--- src/rtl/spi_pkg.sv ---
// Shared types and constants for the SPI transmit path: FSM state encoding,
// frame-width helper and the idle level of the frame select.
package spi_pkg;

  typedef enum logic [1:0] {
    IDLE  = 2'd0,
    SHIFT = 2'd1,
    GAP   = 2'd2
  } spi_state_e;

  localparam logic CS_IDLE = 1'b1;

  function automatic int frame_w(input int addr_w, input int data_w);
    return addr_w + data_w;
  endfunction

endpackage

--- src/rtl/spi_tx_fifo.sv ---
// Synchronous FIFO buffering {addr, data} words ahead of the SPI shifter.
// DEPTH must be a power of two >= 2; simultaneous push and pop while full is allowed.
module spi_tx_fifo #(
  parameter int DEPTH = 4,
  parameter int WIDTH = 9
) (
  input  logic             clk,
  input  logic             reset,
  input  logic             push,
  input  logic             pop,
  input  logic [WIDTH-1:0] wdata,
  output logic [WIDTH-1:0] rdata,
  output logic             full,
  output logic             empty
);

  localparam int PTR_W = $clog2(DEPTH);
  localparam int CNT_W = PTR_W + 1;

  logic [WIDTH-1:0] mem_q [DEPTH];
  logic [PTR_W-1:0] wr_ptr_q, rd_ptr_q;
  logic [CNT_W-1:0] count_q;
  logic             do_push, do_pop;

  assign full    = (count_q == CNT_W'(DEPTH));
  assign empty   = (count_q == '0);
  assign do_pop  = pop && !empty;
  // A pop on the same edge frees the slot the push needs.
  assign do_push = push && (!full || do_pop);
  assign rdata   = mem_q[rd_ptr_q];

  always_ff @(posedge clk) begin
    if (do_push) mem_q[wr_ptr_q] <= wdata;
  end

  always_ff @(posedge clk) begin
    if (reset) begin
      wr_ptr_q <= '0;
      rd_ptr_q <= '0;
      count_q  <= '0;
    end else begin
      if (do_push) wr_ptr_q <= wr_ptr_q + 1'b1;
      if (do_pop)  rd_ptr_q <= rd_ptr_q + 1'b1;
      case ({do_push, do_pop})
        2'b10:   count_q <= count_q + 1'b1;
        2'b01:   count_q <= count_q - 1'b1;
        default: count_q <= count_q;
      endcase
    end
  end

endmodule

--- src/rtl/spi_master_tx.sv ---
// SPI transmit master: serialises {addr, data} words MSB first on cs/mosi.
// Define SPI_TX_FIFO_EN to put a FIFO_DEPTH-entry input FIFO in front of the shifter.
module spi_master_tx
  import spi_pkg::*;
#(
  parameter int ADDR_W     = 1,
  parameter int DATA_W     = 8,
  parameter int GAP_CYCLES = 2,
  parameter int FIFO_DEPTH = 4
) (
  input  logic              sclk,
  input  logic              reset,
  input  logic              tx_valid,
  output logic              tx_ready,
  input  logic [ADDR_W-1:0] tx_addr,
  input  logic [DATA_W-1:0] tx_data,
  output logic              cs,
  output logic              mosi,
  output logic              busy,
  output logic              tx_done,
  output logic [1:0]        dbg_state
);

  // Handshake: a word transfers on a rising edge where tx_valid && tx_ready;
  // tx_addr/tx_data must hold steady until then and are captured only on that edge.

  localparam int FRAME_W = frame_w(ADDR_W, DATA_W);
  localparam int BC_W    = $clog2(FRAME_W);
  localparam int GC_W    = (GAP_CYCLES > 1) ? $clog2(GAP_CYCLES) : 1;

  spi_state_e         state_q, state_d;
  logic [FRAME_W-1:0] sr_q, sr_d;
  logic [BC_W-1:0]    bitcnt_q, bitcnt_d;
  logic [GC_W-1:0]    gapcnt_q, gapcnt_d;
  logic               cs_q, cs_d;
  logic               mosi_q, mosi_d;
  logic               busy_q, busy_d;
  logic               tx_done_q, tx_done_d;

  logic               fsm_ready;
  logic               word_avail;
  logic               load;
  logic [FRAME_W-1:0] word;
  logic               unused_cfg;

  assign fsm_ready  = (state_q == IDLE) || ((state_q == GAP) && (gapcnt_q == '0));
  assign load       = word_avail && fsm_ready;
  assign unused_cfg = ^FIFO_DEPTH;

`ifdef SPI_TX_FIFO_EN
  logic               fifo_full, fifo_empty;
  logic [FRAME_W-1:0] fifo_head;

  spi_tx_fifo #(
    .DEPTH (FIFO_DEPTH),
    .WIDTH (FRAME_W)
  ) u_fifo (
    .clk   (sclk),
    .reset (reset),
    .push  (tx_valid && !fifo_full),
    .pop   (load),
    .wdata ({tx_addr, tx_data}),
    .rdata (fifo_head),
    .full  (fifo_full),
    .empty (fifo_empty)
  );

  assign tx_ready   = !fifo_full;
  assign word_avail = !fifo_empty;
  assign word       = fifo_head;
`else
  assign tx_ready   = fsm_ready;
  assign word_avail = tx_valid;
  assign word       = {tx_addr, tx_data};
`endif

  always_ff @(posedge sclk) begin
    if (reset) begin
      state_q   <= IDLE;
      sr_q      <= '0;
      bitcnt_q  <= '0;
      gapcnt_q  <= '0;
      cs_q      <= CS_IDLE;
      mosi_q    <= 1'b0;
      busy_q    <= 1'b0;
      tx_done_q <= 1'b0;
    end else begin
      state_q   <= state_d;
      sr_q      <= sr_d;
      bitcnt_q  <= bitcnt_d;
      gapcnt_q  <= gapcnt_d;
      cs_q      <= cs_d;
      mosi_q    <= mosi_d;
      busy_q    <= busy_d;
      tx_done_q <= tx_done_d;
    end
  end

  always_comb begin
    state_d = state_q;
    case (state_q)
      IDLE:    if (load) state_d = SHIFT;
      SHIFT:   if (bitcnt_q == '0) state_d = GAP;
      GAP:     if (gapcnt_q == '0) state_d = load ? SHIFT : IDLE;
      default: state_d = IDLE;
    endcase
  end

  always_comb begin
    sr_d      = sr_q;
    bitcnt_d  = bitcnt_q;
    gapcnt_d  = gapcnt_q;
    cs_d      = cs_q;
    mosi_d    = mosi_q;
    tx_done_d = 1'b0;
    if (load) begin
      // The MSB goes out on the load edge itself, so cs is low exactly FRAME_W cycles.
      sr_d     = word;
      cs_d     = 1'b0;
      mosi_d   = word[FRAME_W-1];
      bitcnt_d = BC_W'(FRAME_W - 1);
    end else begin
      case (state_q)
        SHIFT: begin
          if (bitcnt_q != '0) begin
            sr_d     = sr_q << 1;
            mosi_d   = sr_q[FRAME_W-2];
            bitcnt_d = bitcnt_q - 1'b1;
          end else begin
            cs_d      = CS_IDLE;
            mosi_d    = 1'b0;
            tx_done_d = 1'b1;
            gapcnt_d  = GC_W'(GAP_CYCLES - 1);
          end
        end
        GAP: begin
          cs_d = CS_IDLE;
          if (gapcnt_q != '0) gapcnt_d = gapcnt_q - 1'b1;
        end
        default: begin
          cs_d   = CS_IDLE;
          mosi_d = 1'b0;
        end
      endcase
    end
  end

  assign busy_d    = (state_d != IDLE);
  assign cs        = cs_q;
  assign mosi      = mosi_q;
  assign busy      = busy_q;
  assign tx_done   = tx_done_q;
  assign dbg_state = state_q;

endmodule
--- config.mk ---
export PLATFORM = sky130hd
export DESIGN_NAME = spi_master_tx
export DESIGN_NICKNAME = d
export VERILOG_FILES = /design/src/rtl/spi_pkg.sv /design/src/rtl/spi_tx_fifo.sv /design/src/rtl/spi_master_tx.sv
export SDC_FILE = /design/constraint.sdc
export NUM_CORES = 1
export LEC_CHECK = 0
export BUFFER_PORTS_ARGS = -buffer_cell sky130_fd_sc_hd__clkbuf_2
export CAP_MARGIN = 20
export CELL_PAD_IN_SITES_DETAIL_PLACEMENT = 0
export CELL_PAD_IN_SITES_GLOBAL_PLACEMENT = 1
export CORE_MARGIN = 2
export CORE_UTILIZATION = 39
export CTS_CLUSTER_DIAMETER = 30
export DETAILED_ROUTE_END_ITERATION = 10
export GPL_TIMING_DRIVEN = 1
export PLACE_DENSITY = 0.77
export SLEW_MARGIN = 25
export SYNTH_ARGS = -nofsm -noshare
export SYNTH_HDL_FRONTEND = slang
export SYNTH_SLANG_ARGS = --single-unit
--- constraint.sdc ---
create_clock -name sclk -period 4.17 [get_ports sclk]
set_input_delay 0.6255 -clock sclk [delete_from_list [all_inputs] [get_ports sclk]]
set_output_delay 0.6255 -clock sclk [all_outputs]
set_load 0.03 [all_outputs]
== Word level (Yosys, flattened, before mapping) ==
Cells that the tools add are included.
Word-level totals
  flip-flop bits (word level): 19
  bits in latches: 0
  bits in writable memories: 0
  bits in read-only memories: 0
  output and inout port bits: 7
  logic and storage cells: 54
  memories: 0
Operators by class
  $add $sub $neg: 2
  multipliers: 0
  divide/modulo/power cells: 0
  magnitude comparators: 0
  equal/unequal tests: 5
  shifts and indexed selects: 0
  muxes and demuxes: 20
  bitwise operators: 3
  reductions and logical operators: 15
Operator list (number)
  $mux 8: 3
  $mux 4: 3
  $mux 1: 8
  $reduce_bool 2->1: 4
  $mux 2: 3
  $pmux 2 s3: 1
  $logic_not 4->1: 1
  $ne 2x2->1 const B: 2
  $pmux 1 s2: 2
  $reduce_and 2->1: 2
  $reduce_bool 4->1: 1
  $sub 4x1->4 const B: 1
  $ne 3x3->1 const B: 1
  $not 1->1: 3
  $reduce_and 3->1: 1
  $reduce_or 3->1: 1
  $eq 2x1->1 const B: 1
  $eq 2x2->1 const B: 1
  $logic_and 1x1->1: 2
  $logic_not 2->1: 1
  $reduce_or 2->1: 1
  $logic_or 1x1->1: 1
  $sub 1x1->1 const B: 1

== Depth between registers and ports, before layout ==
  depth in word-level cells: 8
  gate-level depth with buffers: 7
  gate-level depth less buffers: 6

== Least setup slack after synthesis ==
Ideal clock, no wire load.
  path kind: flip-flop to flip-flop
  from: reg state_q[1] (netlist: dbg_state[1])
  to: reg sr_q[1]
  library setup time: 71 ps
  data arrival time: 1732 ps
  data required time: 4099 ps
  slack: 2368 ps
  stages on the path, launching flop included: 6
  path buffers: 1
  cell sequence: dfxtp_1 > a21oi_1 > and2_1 > buf_2 > a22oi_1 > a21oi_1
Between the ends
  longest elaborated chain between the ends: 6
RTL lines
  start, declared: line spi_master_tx.sv:31  | spi_state_e state_q, state_d;
  start signal, assigned: line spi_master_tx.sv:88  | state_q <= state_d;
  $eq 2x2->1: line spi_master_tx.sv:46  | assign fsm_ready = (state_q == IDLE) || ((state_q == GAP) && (gapcnt_q == '0));
  $logic_and 1x1->1: line spi_master_tx.sv:46
  $logic_or 1x1->1 (*): line spi_master_tx.sv:46
  named net tx_ready: line spi_master_tx.sv:14  | output logic tx_ready,
  $logic_and 1x1->1 (*): line spi_master_tx.sv:47  | assign load = word_avail && fsm_ready;
  $reduce_bool 2->1 (no source line)
  $reduce_and 2->1 (no source line)
  end signal, assigned: line spi_master_tx.sv:89  | sr_q <= sr_d;
  end, declared: line spi_master_tx.sv:32  | logic [FRAME_W-1:0] sr_q, sr_d;
Mark *: on every way through the listed nets, which the timed path passes. The rest lies on a longest branch.
A chain may end at the register's enable or synchronous reset.

== Worst setup path after layout ==
  from: reg state_q[1] (netlist: dbg_state[1])
  to: out tx_ready
Between the ends
  longest elaborated chain between the ends: 3
RTL lines (line)
  $eq 2x2->1: spi_master_tx.sv:46
  $logic_and 1x1->1: spi_master_tx.sv:46
  $logic_or 1x1->1 (*): spi_master_tx.sv:46
  end, declared: spi_master_tx.sv:14
Mark *: on every way between the ends. The rest lies on a longest branch, timed or not.

==> results.py <==
metrics = {
    "yosys": {
        "syn_nets": 103,
        "ys_warn_count": 0,
        "ys_seq_area_share_pct": 48.6,
        "synth_area_sq_um": 782,
        "avgSynthCellArea_sq_um": 8.69,
        "synth_cells": 90,
        "synth-seq-cells": 19,
        "ys_types": 29,
    },
    "drt": {
        "drt_iter0_markers": 17,
        "drc": 0,
        "drt_pass1_iterations": 4,
        "routed_via_density": 4.95,
        "drt-wirelength-per-cell_microns": 11.0,
        "num_vias": 668,
        "wl_mm": 1.49,
        "antenna_left": 0,
    },
    "sta": {
        "max_freq_mhz": 517,
        "slew_headroom_pct": 52.4,
        "post-route-period-util_pct": 46.4,
        "setup_tns_ns": 0,
        "layout_min_cycle_time_ns": 1.93,
        "rsz0062_at_grt": "false",
        "maxSlewViolCount": 0,
        "setup-violations-final": 0,
        "fin_skew_ns": 0.00274,
        "worst_slew_pin_slew_ns": 0.712,
        "finalHoldViolCount": 0,
    },
    "floorplanning": {
        "rows": 16,
        "pin_count": 19,
        "initial_core_util_pct": 40.7,
        "fp.dieW_microns": 48.8,
        "die_area_sq_mm": 0.00238,
        "coreArea_sq_mm": 0.00192,
        "fp.dieH_microns": 48.8,
    },
    "critical_path": {
        "startpoint": "dbg_state[1]",
        "cp-end-kind": "output pin",
        "required_ns": 3.54,
        "rr_endpoint": "bitcnt_q[1]",
        "r2r_slack_ns": 2.24,
        "cp-start-kind": "flip-flop",
        "critPathKind": "reg2out",
        "cp_data_arrival_time_ns": 1.31,
        "r2r_start": "bitcnt_q[0]",
        "reg2regPathDepth": 6,
        "critical_path.endpoint": "tx_ready",
        "path_max_fanout": 8,
    },
    "global_routing": {
        "grt_util_all_layers_pct": 13.8,
        "grt.overflow.total": 0,
        "grt_pass1_wl_mm": 2.64,
        "grt.busiest_layer": "met1",
        "met2_usage_pct": 19.6,
        "met3_usage_pct": 3.07,
        "antenna_found_initial": 0,
        "grt_pass1_vias": 621,
        "grtUsageMet1_pct": 19.9,
        "grt_max_degree": 20,
    },
    "layout": {
        "layout.nets": 122,
        "layout.cells.non_filler": 135,
        "n_antenna_cell": 0,
        "syn2layout_area_growth_pct": 16.6,
        "final_area_sq_um": 912,
        "drive_gt1_share_pct": 23.1,
    },
    "cts": {
        "clock-root-buffer": "clkbuf_4",
        "clk_pin_slew_ns": 0.11,
        "cts_inserted_buffers": 3,
        "tritoncts_num_sinks": 19,
        "cts_max_level": 1,
        "post_cts_buffers": 0,
        "cts_resized": 0,
        "clock_latency_ns": 0.29,
        "cts_buffer_depth": 2,
        "cts_tree": "done",
        "ctsHoldBuffers": 0,
    },
    "worst_hold_path": {
        "hold_class": "reg2reg",
    },
    "run_status": {
        "status": "finished, final reports clean",
    },
    "placement": {
        "postPlaceCellArea_sq_um": 885,
        "numPortBuffers": 18,
        "place_congestion": 0.705,
        "dp_hpwl_mm": 1.06,
        "place_inst": 131,
    },
    "pwr": {
        "vdd_ir_drop_max_mv": 0.205,
        "p_per_area_mw_per_mm2": 390,
        "p_leak_nw": 0.363,
    },
    "job": {
        "maxCapViolations": 0,
    },
}
[stage by stage]
| step | utilization (%) | setup slack [ns] | power [W] | hold slack [ns] |
|---|---|---|---|---|
| after global routing | 47.5 | 2.05 | 0.000378 | 0.494 |
| after detailed placement | 46.0 | 2.26 | 0.000268 | 0.450 |
| final | 47.5 | 2.24 | 0.000356 | 0.462 |
| after CTS | 47.5 | 2.21 | 0.000362 | 0.466 |
| after floorplan | - | 2.37 | 0.000250 | 0.435 |
| after global placement | 46.0 | 2.34 | 0.000267 | 0.446 |
[cell type report]
cell class              count  area [sq um]
repair buffers             18          90.1
clock inverters             1          5.00
clock buffers               3          22.5
inverters                   4          15.0
multi-input cells          63           365
fillers                   204          1010
flip-flops and latches     19           380
well taps                  27          33.8
[cell families after synthesis]
logic type / synth area share (%)
AND/OR/NAND/NOR: 20.8
AO/OA/AOI/OAI: 22.1
flip-flops: 48.6
buffers and inverters: 4.64
XOR/XNOR: 2.24
adder cells (fa/ha/maj): 1.60
[flip-flops by register name (all words and copies together), names as in the netlist]
name / flops
mosi: 1
bitcnt_q: 4
dbg_state: 2
busy: 1
tx_done: 1
sr_q: 8
cs: 1
gapcnt_q: 1
[metal layers]
metal	up-vias	share of wire, %
met2	18	45
met3	2	5.5
met4	0	0.67
met5	-	0
met1	297	49
li1	351	-
[worst min path at each step]
stage | from | end | slack [ns] | cells after the start
CTS | sr_q[7] | sr_q[7] | 0.47 | 2
finish | sr_q[3] | sr_q[3] | 0.46 | 2
detailed placement | sr_q[7] | sr_q[7] | 0.45 | 2
floorplan | sr_q[7] | sr_q[7] | 0.44 | 2
global placement | sr_q[5] | sr_q[5] | 0.45 | 2
global route | sr_q[7] | mosi | 0.49 | 2
[cells in the mapped netlist]
cell type | count | area, sq um
a2111oi_0 | 1 | 8.76
a21o_1 | 1 | 7.51
a21oi_1 | 13 | 65.1
a22oi_1 | 7 | 52.6
a22oi_2 | 1 | 12.5
a31oi_1 | 1 | 6.26
and2_1 | 1 | 6.26
and2b_2 | 1 | 8.76
buf_2 | 2 | 10.0
buf_4 | 1 | 7.51
clkbuf_1 | 1 | 3.75
dfxtp_1 | 19 | 380
ha_1 | 1 | 12.5
inv_1 | 4 | 15.0
nand2_1 | 13 | 48.8
nand2b_1 | 1 | 6.26
nand3_1 | 2 | 10.0
nand3b_1 | 2 | 15.0
nor2_1 | 6 | 22.5
nor3_1 | 3 | 15.0
nor3b_1 | 1 | 7.51
o211ai_1 | 1 | 7.51
o21ai_0 | 1 | 5.00
o21bai_1 | 1 | 7.51
or3_1 | 1 | 6.26
or3b_2 | 1 | 8.76
or4_1 | 1 | 7.51
xnor2_1 | 1 | 8.76
xor2_1 | 1 | 8.76
[cells in the final DEF, fill, tap and decap left out, drive strengths merged, types with 2 or more instances in the layout]
master	instances
clkbuf	21
dfxtp	19
a21oi	13
nand2	13
a22oi	8
nor2	6
inv	4
nor3	3
nand3	2
nand3b	2
[where the power goes]
group	internal [W]	switching (W)	total (W)
Sequential	0.000194	0.00000878	0.000203
Combinational	0.0000228	0.0000376	0.0000604
Clock	0.0000357	0.0000575	0.0000932
[critical path, cell delays in order (launching register included)]
cell      delay [ns]
dfxtp_1         0.40
a21oi_1         0.34
clkbuf_2        0.27
No activity file was read; power rests on OpenSTA's default activity.
